## src/rtl/tick_gen_pkg.sv

```systemverilog
// Shared definitions for the tick generator: divisor floor, default width and config FSM states.
package tick_gen_pkg;

   // Smallest divisor a channel can run with; cnt == act-1 needs act >= 2.
   localparam int unsigned DIV_MIN       = 2;
   localparam int unsigned CNT_W_DEFAULT = 27;

   typedef enum logic [0:0] {
      CFG_IDLE,
      CFG_APPLY
   } cfg_state_e;

endpackage

```

## src/rtl/tick_gen_ch.sv

```systemverilog
// One tick channel: free-running counter, active divisor, shadow divisor and tick strobe.
// With TICK_GEN_SQUARE_EN defined, a square output toggles on every tick.
module tick_gen_ch
   import tick_gen_pkg::*;
#(
   parameter int unsigned      CNT_W     = CNT_W_DEFAULT,
   parameter logic [CNT_W-1:0] DIV_RESET = CNT_W'(DIV_MIN)
) (
   input  logic             clk_i,
   input  logic             rst_ni,
   input  logic             en_i,
   input  logic             sync_i,
   input  logic             wr_i,
   input  logic [CNT_W-1:0] wr_div_i,
   output logic             tick_o
`ifdef TICK_GEN_SQUARE_EN
   ,
   output logic             sq_o
`endif
);

   logic [CNT_W-1:0] cnt_q, cnt_d;
   logic [CNT_W-1:0] act_q, act_d;
   logic [CNT_W-1:0] shd_q, shd_d;
   logic             tick_q, tick_d;
   logic             wrap;

   assign wrap = (cnt_q == (act_q - CNT_W'(1)));

   // Next-state: sync restarts, otherwise count when enabled and reload act at wrap.
   always_comb begin
      cnt_d  = cnt_q;
      act_d  = act_q;
      // A write landing on the wrap edge bypasses straight into act.
      shd_d  = wr_i ? wr_div_i : shd_q;
      tick_d = 1'b0;
      if (sync_i) begin
         cnt_d = '0;
         act_d = shd_d;
      end else if (en_i) begin
         if (wrap) begin
            cnt_d  = '0;
            act_d  = shd_d;
            tick_d = 1'b1;
         end else begin
            cnt_d = cnt_q + CNT_W'(1);
         end
      end
   end

   // Channel state registers.
   always_ff @(posedge clk_i or negedge rst_ni) begin
      if (!rst_ni) begin
         cnt_q  <= '0;
         act_q  <= DIV_RESET;
         shd_q  <= DIV_RESET;
         tick_q <= 1'b0;
      end else begin
         cnt_q  <= cnt_d;
         act_q  <= act_d;
         shd_q  <= shd_d;
         tick_q <= tick_d;
      end
   end

   assign tick_o = tick_q;

`ifdef TICK_GEN_SQUARE_EN
   logic sq_q, sq_d;

   // Square output flips on each tick; sync clears it.
   always_comb begin
      sq_d = sq_q;
      if (sync_i) begin
         sq_d = 1'b0;
      end else if (en_i && wrap) begin
         sq_d = ~sq_q;
      end
   end

   // Square output register.
   always_ff @(posedge clk_i or negedge rst_ni) begin
      if (!rst_ni) begin
         sq_q <= 1'b0;
      end else begin
         sq_q <= sq_d;
      end
   end

   assign sq_o = sq_q;
`endif

endmodule

```

## src/rtl/tick_gen.sv

```systemverilog
// Multi-channel programmable tick generator: config FSM, request validation and per-channel
// write decode around NUM_CH tick_gen_ch instances. Define TICK_GEN_SQUARE_EN for sq_o.
module tick_gen
   import tick_gen_pkg::*;
#(
   parameter int unsigned CLK_HZ    = 100_000_000,
   parameter int unsigned NUM_CH    = 4,
   parameter int unsigned CNT_W     = CNT_W_DEFAULT,
   parameter int unsigned DIV_RESET = CLK_HZ / 1000,
   localparam int unsigned CH_W     = (NUM_CH > 1) ? $clog2(NUM_CH) : 1
) (
   input  logic              clk_i,
   input  logic              rst_ni,
   input  logic              en_i,
   input  logic              sync_i,
   input  logic              cfg_valid_i,
   output logic              cfg_ready_o,
   input  logic [CH_W-1:0]   cfg_ch_i,
   input  logic [CNT_W-1:0]  cfg_div_i,
   output logic              cfg_err_o,
   output logic [NUM_CH-1:0] tick_o
`ifdef TICK_GEN_SQUARE_EN
   ,
   output logic [NUM_CH-1:0] sq_o
`endif
);

   localparam logic [CNT_W-1:0] DivResetC = CNT_W'(DIV_RESET);

   cfg_state_e        state_q, state_d;
   logic [CH_W-1:0]   req_ch_q;
   logic [CNT_W-1:0]  req_div_q;
   logic              err_q;
   logic              accept;
   logic              apply;
   logic              req_bad;
   logic [NUM_CH-1:0] wr_en;

   // Config FSM state register.
   always_ff @(posedge clk_i or negedge rst_ni) begin
      if (!rst_ni) begin
         state_q <= CFG_IDLE;
      end else begin
         state_q <= state_d;
      end
   end

   // Config FSM next state: APPLY always lasts exactly one cycle.
   always_comb begin
      state_d = state_q;
      unique case (state_q)
         CFG_IDLE:  if (cfg_valid_i) state_d = CFG_APPLY;
         CFG_APPLY: state_d = CFG_IDLE;
      endcase
   end

   // Config FSM outputs.
   always_comb begin
      cfg_ready_o = 1'b0;
      apply       = 1'b0;
      unique case (state_q)
         CFG_IDLE:  cfg_ready_o = 1'b1;
         CFG_APPLY: apply       = 1'b1;
      endcase
   end

   assign accept  = cfg_valid_i && cfg_ready_o;
   assign req_bad = (cfg_div_i < CNT_W'(DIV_MIN)) ||
                    ({{(32 - CH_W){1'b0}}, cfg_ch_i} >= 32'(NUM_CH));

   // Capture the request at accept; the error flag is high for the whole APPLY cycle.
   always_ff @(posedge clk_i or negedge rst_ni) begin
      if (!rst_ni) begin
         req_ch_q  <= '0;
         req_div_q <= '0;
         err_q     <= 1'b0;
      end else if (accept) begin
         req_ch_q  <= cfg_ch_i;
         req_div_q <= cfg_div_i;
         err_q     <= req_bad;
      end else begin
         err_q     <= 1'b0;
      end
   end

   assign cfg_err_o = err_q;

   for (genvar i = 0; i < NUM_CH; i++) begin : g_ch
      assign wr_en[i] = apply && !err_q && (req_ch_q == CH_W'(i));

      tick_gen_ch #(
         .CNT_W     (CNT_W),
         .DIV_RESET (DivResetC)
      ) u_ch (
         .clk_i    (clk_i),
         .rst_ni   (rst_ni),
         .en_i     (en_i),
         .sync_i   (sync_i),
         .wr_i     (wr_en[i]),
         .wr_div_i (req_div_q),
         .tick_o   (tick_o[i])
`ifdef TICK_GEN_SQUARE_EN
         ,
         .sq_o     (sq_o[i])
`endif
      );
   end

endmodule

```

## config.mk

```make
export PLATFORM = sky130hd
export DESIGN_NAME = tick_gen
export DESIGN_NICKNAME = d
export VERILOG_FILES = /design/src/rtl/tick_gen_pkg.sv /design/src/rtl/tick_gen_ch.sv /design/src/rtl/tick_gen.sv
export SDC_FILE = /design/constraint.sdc
export NUM_CORES = 1
export LEC_CHECK = 0
export ABC_AREA = 1
export BUFFER_PORTS_ARGS = -buffer_cell sky130_fd_sc_hd__buf_4
export CORE_UTILIZATION = 30
export CTS_CLUSTER_DIAMETER = 100
export DETAILED_ROUTE_END_ITERATION = 7
export PLACE_DENSITY = 0.48
export SETUP_SLACK_MARGIN = 0.2
export SLEW_MARGIN = 40
export SYNTH_ARGS = -nofsm -noshare
export SYNTH_HDL_FRONTEND = slang
export SYNTH_HIERARCHICAL = 1
export SYNTH_SLANG_ARGS = --single-unit
```

## constraint.sdc

```tcl
create_clock -name clk_i -period 6.05 [get_ports clk_i]
set_clock_uncertainty 0.2 [all_clocks]
set_input_delay 1.5125 -clock clk_i [delete_from_list [all_inputs] [get_ports clk_i]]
set_output_delay 1.5125 -clock clk_i [all_outputs]
set_load 0.03 [all_outputs]
```

# Word level (Yosys, flattened, before mapping)
# Index checks and enable logic that the tools add are counted.
[word_totals]
reg_bits = 359
elab_cells = 99
[classes]
n_addsub = 8
magnitude_cmp = 1
n_eq_ne = 7
n_mux = 45
bitwise_logic = 1
n_reduce_logical = 17
[ops]
columns = ["op", "count"]
rows = [
  ["$mux 27", 28],
  ["$add 27x1->27 const B", 4],
  ["$eq 27x27->1", 4],
  ["$sub 27x1->27 const B", 4],
  ["$lt 27x2->1 const B", 1],
  ["$mux 1", 16],
  ["$reduce_bool 2->1", 5],
  ["$reduce_and 2->1", 4],
  ["$logic_and 1x1->1", 6],
  ["$eq 2x2->1 const B", 2],
  ["$eq 2x1->1 const B", 1],
  ["$logic_not 2->1", 1],
  ["$pmux 1 s2", 1],
  ["$logic_not 1->1", 1],
  ["$not 1->1", 1],
]

# Longest topological paths before layout
# Gate-level depths: netlist of run 1.
[logic_depth]
depth_word = 7
ltp_mapped = 18
mapped_depth_nobuf = 17

# By module
# Netlist of run 1, hierarchy kept.
[modules_own_cells]
columns = ["mod", "n_inst", "cells_per_inst", "area_per_inst_um2", "seq_area_each_um2"]
rows = [
  ["tick_gen_ch at g_ch[0].u_ch ...", 3, 631, 4962.3, 2067.0],
  ["tick_gen_ch at g_ch[3].u_ch", 1, 668, 5215.0, 2067.0],
  ["tick_gen", 1, 159, 1293.7, 775.7],
]

# Worst setup path before layout of run 1
# No wires, ideal clock.
[synth_path]
kind = "input to register"
from = "in sync_i"
to = "reg g_ch[3].u_ch.cnt_q[24]"
t_arrival_ns = 2.800
required_ns = 5.730
setup_slack_ns = 2.930
path_stages = 12
n_path_buf = 0
path_cell_list = "nor2_1 -> inv_2 -> nand2_1 -> nor2_2 -> nand3_1 -> nor2_2 -> nand4_1 -> nor2_1 -> nand2_1 -> nor2_1 -> xor2_1 -> nor2_1"
[synth_via]
elab_chain_cells = 1
word_cells_on_any_way = 2
[synth_rtl]
columns = ["item", "line_no", "rtl"]
rows = [
  ["start: declaration", "tick_gen.sv:15", "input logic sync_i,"],
  ["$mux 27 or $reduce_bool 2->1 (tied branches)", "--", ""],
  ["end signal: assignment", "tick_gen_ch.sv:59", "cnt_q <= cnt_d;"],
  ["end: declaration", "tick_gen_ch.sv:22", "logic [CNT_W-1:0] cnt_q, cnt_d;"],
]
# Several ways; a longest one is shown, not always the timed one.
# A chain may end at the register's enable or synchronous reset.

# Worst setup path after layout of run 1
[layout_path]
from = "in en_i"
to = "reg g_ch[3].u_ch.cnt_q[24]"
[layout_via]
elab_chain_cells = 1
[layout_rtl]
columns = ["item", "line_no", "rtl"]
rows = [
  ["start: declaration", "tick_gen.sv:14", "input logic en_i,"],
  ["$reduce_bool 2->1 (no line)", "--", ""],
]
# Every way passes these cells.

==> impl_metrics.toml, run 1 <==
[outcome]
status = "complete, no violations"

[drt]
routedWlPerCell_um = 16.07
firstDrtPassIters = 5
routed_wl_um = 59690
route.detailed.drc = 0
via_count = 17600
drtAntennaViolNets = 0
avgViaCountPerCell = 4.738
drtIter0Drc = 1151

[sta]
hold_slack_ns = 0.2879
fin_tns_setup_ns = 0
slew_violations = 0
finalSetupViolations = 0
fin_crit_sh_pct = 61.10
relSlewSlack_pct = 50.84
fmax_mhz = 270.5
worst_pin_slew_ns = 0.7374
rsz0062_at_grt = "false"
hold_viol = 0
period_needed_ns = 3.697

[synthesis]
yosys.cell_types.count = 44
yosysMostFrequentCell = "nand2_1"
seq_area_frac_synth_pct = 42.27
ys_ff_latch = 359
ys_top_cells_by_count = "nand2_1, nor2_1, dfrtp_1"
synth_area_leaders = "dfrtp_1, nand2_1, dfstp_2"
synth-xor-area-share_pct = 7.018
async_reset_ff_share_pct = 100.0
synth_edf_count = 0
synth_top_family_by_area = "simple AND/OR/NAND/NOR gates"
netlist_area_mm2 = 0.02140
yosys_warnings = 6
synth_compound_area_share_pct = 2.971
synthMuxAreaShare_pct = 5.684
yosysTopAreaCell = "dfrtp_1"
yosys.area_share.simple_pct = 35.28
synth_nets = 2762
syn_avg_cell_area_um2 = 7.866
synth_adder_area_share_pct = 0.4678
synthCells = 2720
synth-main-ff-cell = "dfrtp_1"
synth_top_area_share_pct = 36.37

[power]
power.leakage_nw = 11.23
peakVddDrop_mv = 0.1994
power.density_mw_per_mm2 = 398.6

[clocking]
post_cts_buffers = 0
cts.sinks = 359
insertion_delay_ns = 0.58
clk_pin_slew_ns = 0.06
post_cts_resized = 0
hold_buffers = 0
root_buffer = "clkbuf_16"
cts_tree = "done"
h-tree-depth = 2
cts_made_buffers = 42
clock_path_buffers = 3

[global_routing]
antenna_found_initial = 4
grt_use_total_pct = 17.07
grt_pass1_vias = 17380
gr-total-overflow = 0
grt_first_pass_wirelength_um = 97170
grt_max_degree = 101

[floorplan]
die-area_mm2 = 0.07239
die_y_um = 269.1
rows = 97
fp.dieW_um = 269.1
initial_core_util_pct = 30.45
ios = 40
fp.coreArea_mm2 = 0.07027

[critical_path]
critPathMaxFanout = 34
worstPathRequired_ns = 6.29
worstSetupStartpointType = "primary input"
crit_arrival_ns = 3.94
crit_path_end_kind = "flop"
path_class = "primary input to flop"

[layout]
fillCellCount = 7400
syn_to_final_growth_pct = 12.15
multiInputGateArea_mm2 = 0.01102
drive_gt1_share_pct = 14.61
register_area_mm2 = 0.009044
fin_nets = 2782

[job]
max-cap-violations = 0

[placement]
routabilityCongestion = 0.8971
portBuffers = 39
dp_hpwl_um = 43450

[min_path]
hold_path_class = "flop to flop"
## sequential cells by signal, indices dropped and copies added (netlist names)
register,cells
g_ch.u_ch/shd_q,108
g_ch.u_ch/cnt_q,108
state_q,1
cfg_err_o,1
g_ch.u_ch/act_q,108
req_ch_q,2
req_div_q,27
g_ch.u_ch/tick_o,4
## stage by stage
stage          util [%]  std cells  cell area, µm²  total power [W]  worst slack (ns)
2_1_floorplan         -       2720           21400         0.006049             2.930
6_report          34.15       3714           24000         0.009564             2.353
3_5_place_dp      32.05       3635           22520         0.006934             1.766
3_3_place_gp      32.05       3635           22520         0.006879             1.745
4_1_cts           34.10       3712           23970         0.009671             2.385
5_1_grt           34.14       3713           23990          0.01031             2.089
## layout make-up
cell class              count  share of cell area (%)
flip-flops and latches    359                   37.69
clock buffers              62                   5.157
repair buffers             54                   1.908
diodes                      1                 0.01043
multi-input cells        2057                   45.93
inverters                 226                   3.535
well taps                 940                   4.901
clock inverters            15                  0.8656
## critical path, cell delays in order
cell     delay, ns
buf_4         0.27
nor2_1        0.20
inv_2         0.52
nand2_1       0.17
nor2_2        0.21
nand3_1       0.15
nor2_2        0.17
nand4_1       0.12
nor2_1        0.18
nand2_1       0.11
nor2_1        0.13
xor2_1        0.15
nor2_1        0.05
## kinds of logic after synthesis
kind of cell	after synthesis
and+or+nand+nor	1652
DFF	359
buffers and inverters	304
xor gates and xnor gates	168
AOI/OAI and AO/OA	121
muxes	108
adders and majority gates	8
## layout by cell type, fill, tap and decap left out, types with 29 or more instances in the layout
master / synthesis / layout
nand3b_1: 29 / 29
nor2_1: 325 / 325
dfstp_2: 48 / 48
a21oi_1: 74 / 74
xor2_1: 103 / 103
dfrtp_1: 311 / 311
nand4_1: 65 / 65
buf_4: 8 / 50
mux2_2: 108 / 108
inv_1: 222 / 219
xnor2_1: 61 / 61
nand2_1: 827 / 827
nor3_1: 40 / 36
nor2_2: 44 / 44
nand3_1: 241 / 241
clkbuf_16: 0 / 43
## power by group
part	internal [W]	switching, W
sequential	0.00306	0.000547
combinational	0.00122	0.00207
clock	0.00163	0.00104
## routing by layer
| metal | global-route usage (%) | wire, µm | up-vias |
|---|---|---|---|
| met5 | 0 | 0 | - |
| met1 | 23.60 | 28330 | 8481 |
| li1 | - | - | 8751 |
| met2 | 27.42 | 27330 | 292 |
| met4 | 5.620 | 1660 | 0 |
| met3 | 2.265 | 2366 | 74 |
## worst paths after layout
kind	from	endpoint	slack [ns]	cells after the start
worst max-delay path	en_i	g_ch[3].u_ch/cnt_q[24]$_DFFE_PN0P_	2.35	13
worst min-delay path	g_ch[2].u_ch/act_q[26]$_DFFE_PN0P_	g_ch[2].u_ch/act_q[26]$_DFFE_PN0P_	0.29	2
worst max register to register	g_ch[1].u_ch/act_q[0]$_DFFE_PN0P_	g_ch[1].u_ch/act_q[25]$_DFFE_PN0P_	2.91	15
worst min register to register	g_ch[2].u_ch/act_q[26]$_DFFE_PN0P_	g_ch[2].u_ch/act_q[26]$_DFFE_PN0P_	0.29	2
max in group asynchronous	rst_ni	g_ch[1].u_ch/cnt_q[19]$_DFFE_PN0P_	3.77	3
min in group asynchronous	rst_ni	g_ch[3].u_ch/cnt_q[23]$_DFFE_PN0P_	0.60	1
No activity file was read; power rests on OpenSTA's default activity.
==> run 2: changes to the inputs <==
==> constraint.sdc (replaced) <==
create_clock -name clk_i -period 3.65 [get_ports clk_i]
set_clock_uncertainty 0.2 [all_clocks]
set_input_delay 0.9125 -clock clk_i [delete_from_list [all_inputs] [get_ports clk_i]]
set_output_delay 0.9125 -clock clk_i [all_outputs]
set_load 0.03 [all_outputs]
==> run 2 against run 1 <==
Net effect:
- hold slack got worse by 0.27 ns
- global-route usage grew 0.063 points
- worst setup slack got worse by 1.7 ns
- sequential share of layout area is 0.43 points lower
- design area is 1.2% higher
- sequential power grew 66%
- via count down 0.67%
- utilization grew 0.40 points
==> impl_metrics.toml, run 2 (synthesis gave the netlist of run 1 again) <==
[drt]
route.detailed.drc = 0
routedWlPerCell_um = 16.04
via_count = 17480
drtIter0Drc = 974
routed_wl_um = 59910
drtAntennaViolNets = 0
firstDrtPassIters = 5
avgViaCountPerCell = 4.681

[layout]
fillCellCount = 7452
multiInputGateArea_mm2 = 0.01102
n_antenna_cell = 0
final_cell_area_mm2 = 0.02427
reg_top3 = "g_ch.u_ch/act_q: 108 flops, g_ch.u_ch/cnt_q: 108 flops, g_ch.u_ch/shd_q: 108 flops"
fin_nets = 2802
register_area_mm2 = 0.009044
layout_common_cells = "nand2_1, nor2_1, dfrtp_1"
final_common_cell = "nand2_1"
drive_gt1_share_pct = 15.28
syn_to_final_growth_pct = 13.46

[placement]
portBuffers = 39
routabilityCongestion = 0.8988
place_area_mm2 = 0.02274
dp_hpwl_um = 45010

[outcome]
status = "complete, no violations"

[sta]
slew_violations = 0
fin_crit_sh_pct = 82.61
relSlewSlack_pct = 60.60
period_needed_ns = 3.015
hold_viol = 0
worst_pin_slew_ns = 0.5909
fin_tns_setup_ns = 0
finalSetupViolations = 0
hold_slack_ns = 0.01958
fmax_mhz = 331.6
rsz0062_at_grt = "false"

[clocking]
h-tree-depth = 2
cts_made_buffers = 43
post_cts_buffers = 0
insertion_delay_ns = 0.57
hold_buffers = 0
post_cts_resized = 0
cts_tree = "done"
clk_pin_slew_ns = 0.05
cts.sinks = 359
root_buffer = "clkbuf_16"
clock_path_buffers = 3

[critical_path]
crit_top_cell = "nand2_1"
worstSetupStartpointType = "flop"
cp_cell_sequence = "inv_1, ha_1, nand2_4, nor2_8, nand2_1, nand2_1, nand2_1, inv_1, nand2_1, nor2_1, nand2_1, nor2_2, nand3_4, nand2_8, buf_4, a21boi_0"
rrSetupSlack_ns = 0.63
critPathMaxFanout = 38
path_class = "flop to flop"
cp_slowest_cell = "dfrtp_1"
worstPathRequired_ns = 3.89
crit_arrival_ns = 3.25
max_stage_delay_ns = 0.41
timing.rr.end = "g_ch[2].u_ch/cnt_q[21]$_DFFE_PN0P_"
rr_startpoint = "g_ch[2].u_ch/act_q[0]$_DFFE_PN0P_"
r2r_cells = 16
crit_path_end_kind = "flop"

[power]
peakVddDrop_mv = 0.3321
power.density_mw_per_mm2 = 660.4
power.leakage_nw = 11.37
finalPower_w = 0.01603

[floorplan]
rows = 97
ios = 40
initial_core_util_pct = 30.45
die_y_um = 269.1
die-area_mm2 = 0.07239
fp.coreArea_mm2 = 0.07027
fp.dieW_um = 269.1

[min_path]
hold_path_class = "primary input to asynchronous set/reset pin"

[global_routing]
antenna_found_initial = 3
gr-total-overflow = 0
grt_first_pass_wirelength_um = 97460
grt_max_degree = 95
grt_pass1_vias = 17590
grt_use_total_pct = 17.13

[job]
max-cap-violations = 0
## run 2: cell count changes in the layout (fill, tap and decap cells not counted), moves of 2 or more
cell        change
buf_4          +13
clkinvlp_4      +2
clkbuf_16       +2
buf_12          +6
clkbuf_1        -2
## run 2: worst max path at each step
stage,from,end,slack (ns),depth (start not counted)
6_report,g_ch[2].u_ch/act_q[0]$_DFFE_PN0P_,g_ch[2].u_ch/cnt_q[21]$_DFFE_PN0P_,0.63,16
3_3_place_gp,en_i,g_ch[1].u_ch/cnt_q[20]$_DFFE_PN0P_,0.54,13
2_1_floorplan,sync_i,g_ch[3].u_ch/cnt_q[24]$_DFFE_PN0P_,1.13,12
3_5_place_dp,en_i,g_ch[1].u_ch/cnt_q[20]$_DFFE_PN0P_,0.52,13
5_1_grt,g_ch[2].u_ch/act_q[0]$_DFFE_PN0P_,g_ch[2].u_ch/cnt_q[21]$_DFFE_PN0P_,0.36,16
4_1_cts,g_ch[0].u_ch/act_q[0]$_DFFE_PN0P_,g_ch[0].u_ch/act_q[20]$_DFFE_PN0P_,0.62,17
## run 2: layout make-up
type                    instances  share of cell area [%]
clock buffers                  62                   5.273
clock inverters                17                  0.9433
multi-input cells            2057                   45.40
inverters                     226                   3.495
flip-flops and latches        359                   37.26
well taps                     940                   4.845
repair buffers                 73                   2.783
## run 2: stage by stage
stage / cells / util, % / worst slack [ns]
2_1_floorplan: 2720 / - / 1.130
3_3_place_gp: 3654 / 32.36 / 0.5431
3_5_place_dp: 3654 / 32.36 / 0.5230
4_1_cts: 3733 / 34.50 / 0.6175
5_1_grt: 3734 / 34.54 / 0.3587
6_report: 3734 / 34.54 / 0.6346
## run 2: report_power, final
part	switching [W]	total (W)	internal (W)
Clock	0.00175	0.00454	0.00279
Combinational	0.00346	0.00549	0.00204
Sequential	0.000915	0.00599	0.00508
Total	0.00612	0.0160	0.00991
## run 2: worst max-delay path, delay by kind of cell, from the launching register on
family | cells | cell delay (ns)
compound gates | 1 | 0.11
fa+ha+maj | 1 | 0.29
buf+inv | 3 | 0.45
flops | 1 | 0.41
simple gates | 11 | 1.41
## run 2: routing by layer
metal  part of all wire (%)  global-route usage, %
met1                     49                  23.50
met3                    3.4                  2.311
met4                    2.8                  5.728
met2                     45                  27.67
met5                      0                      0
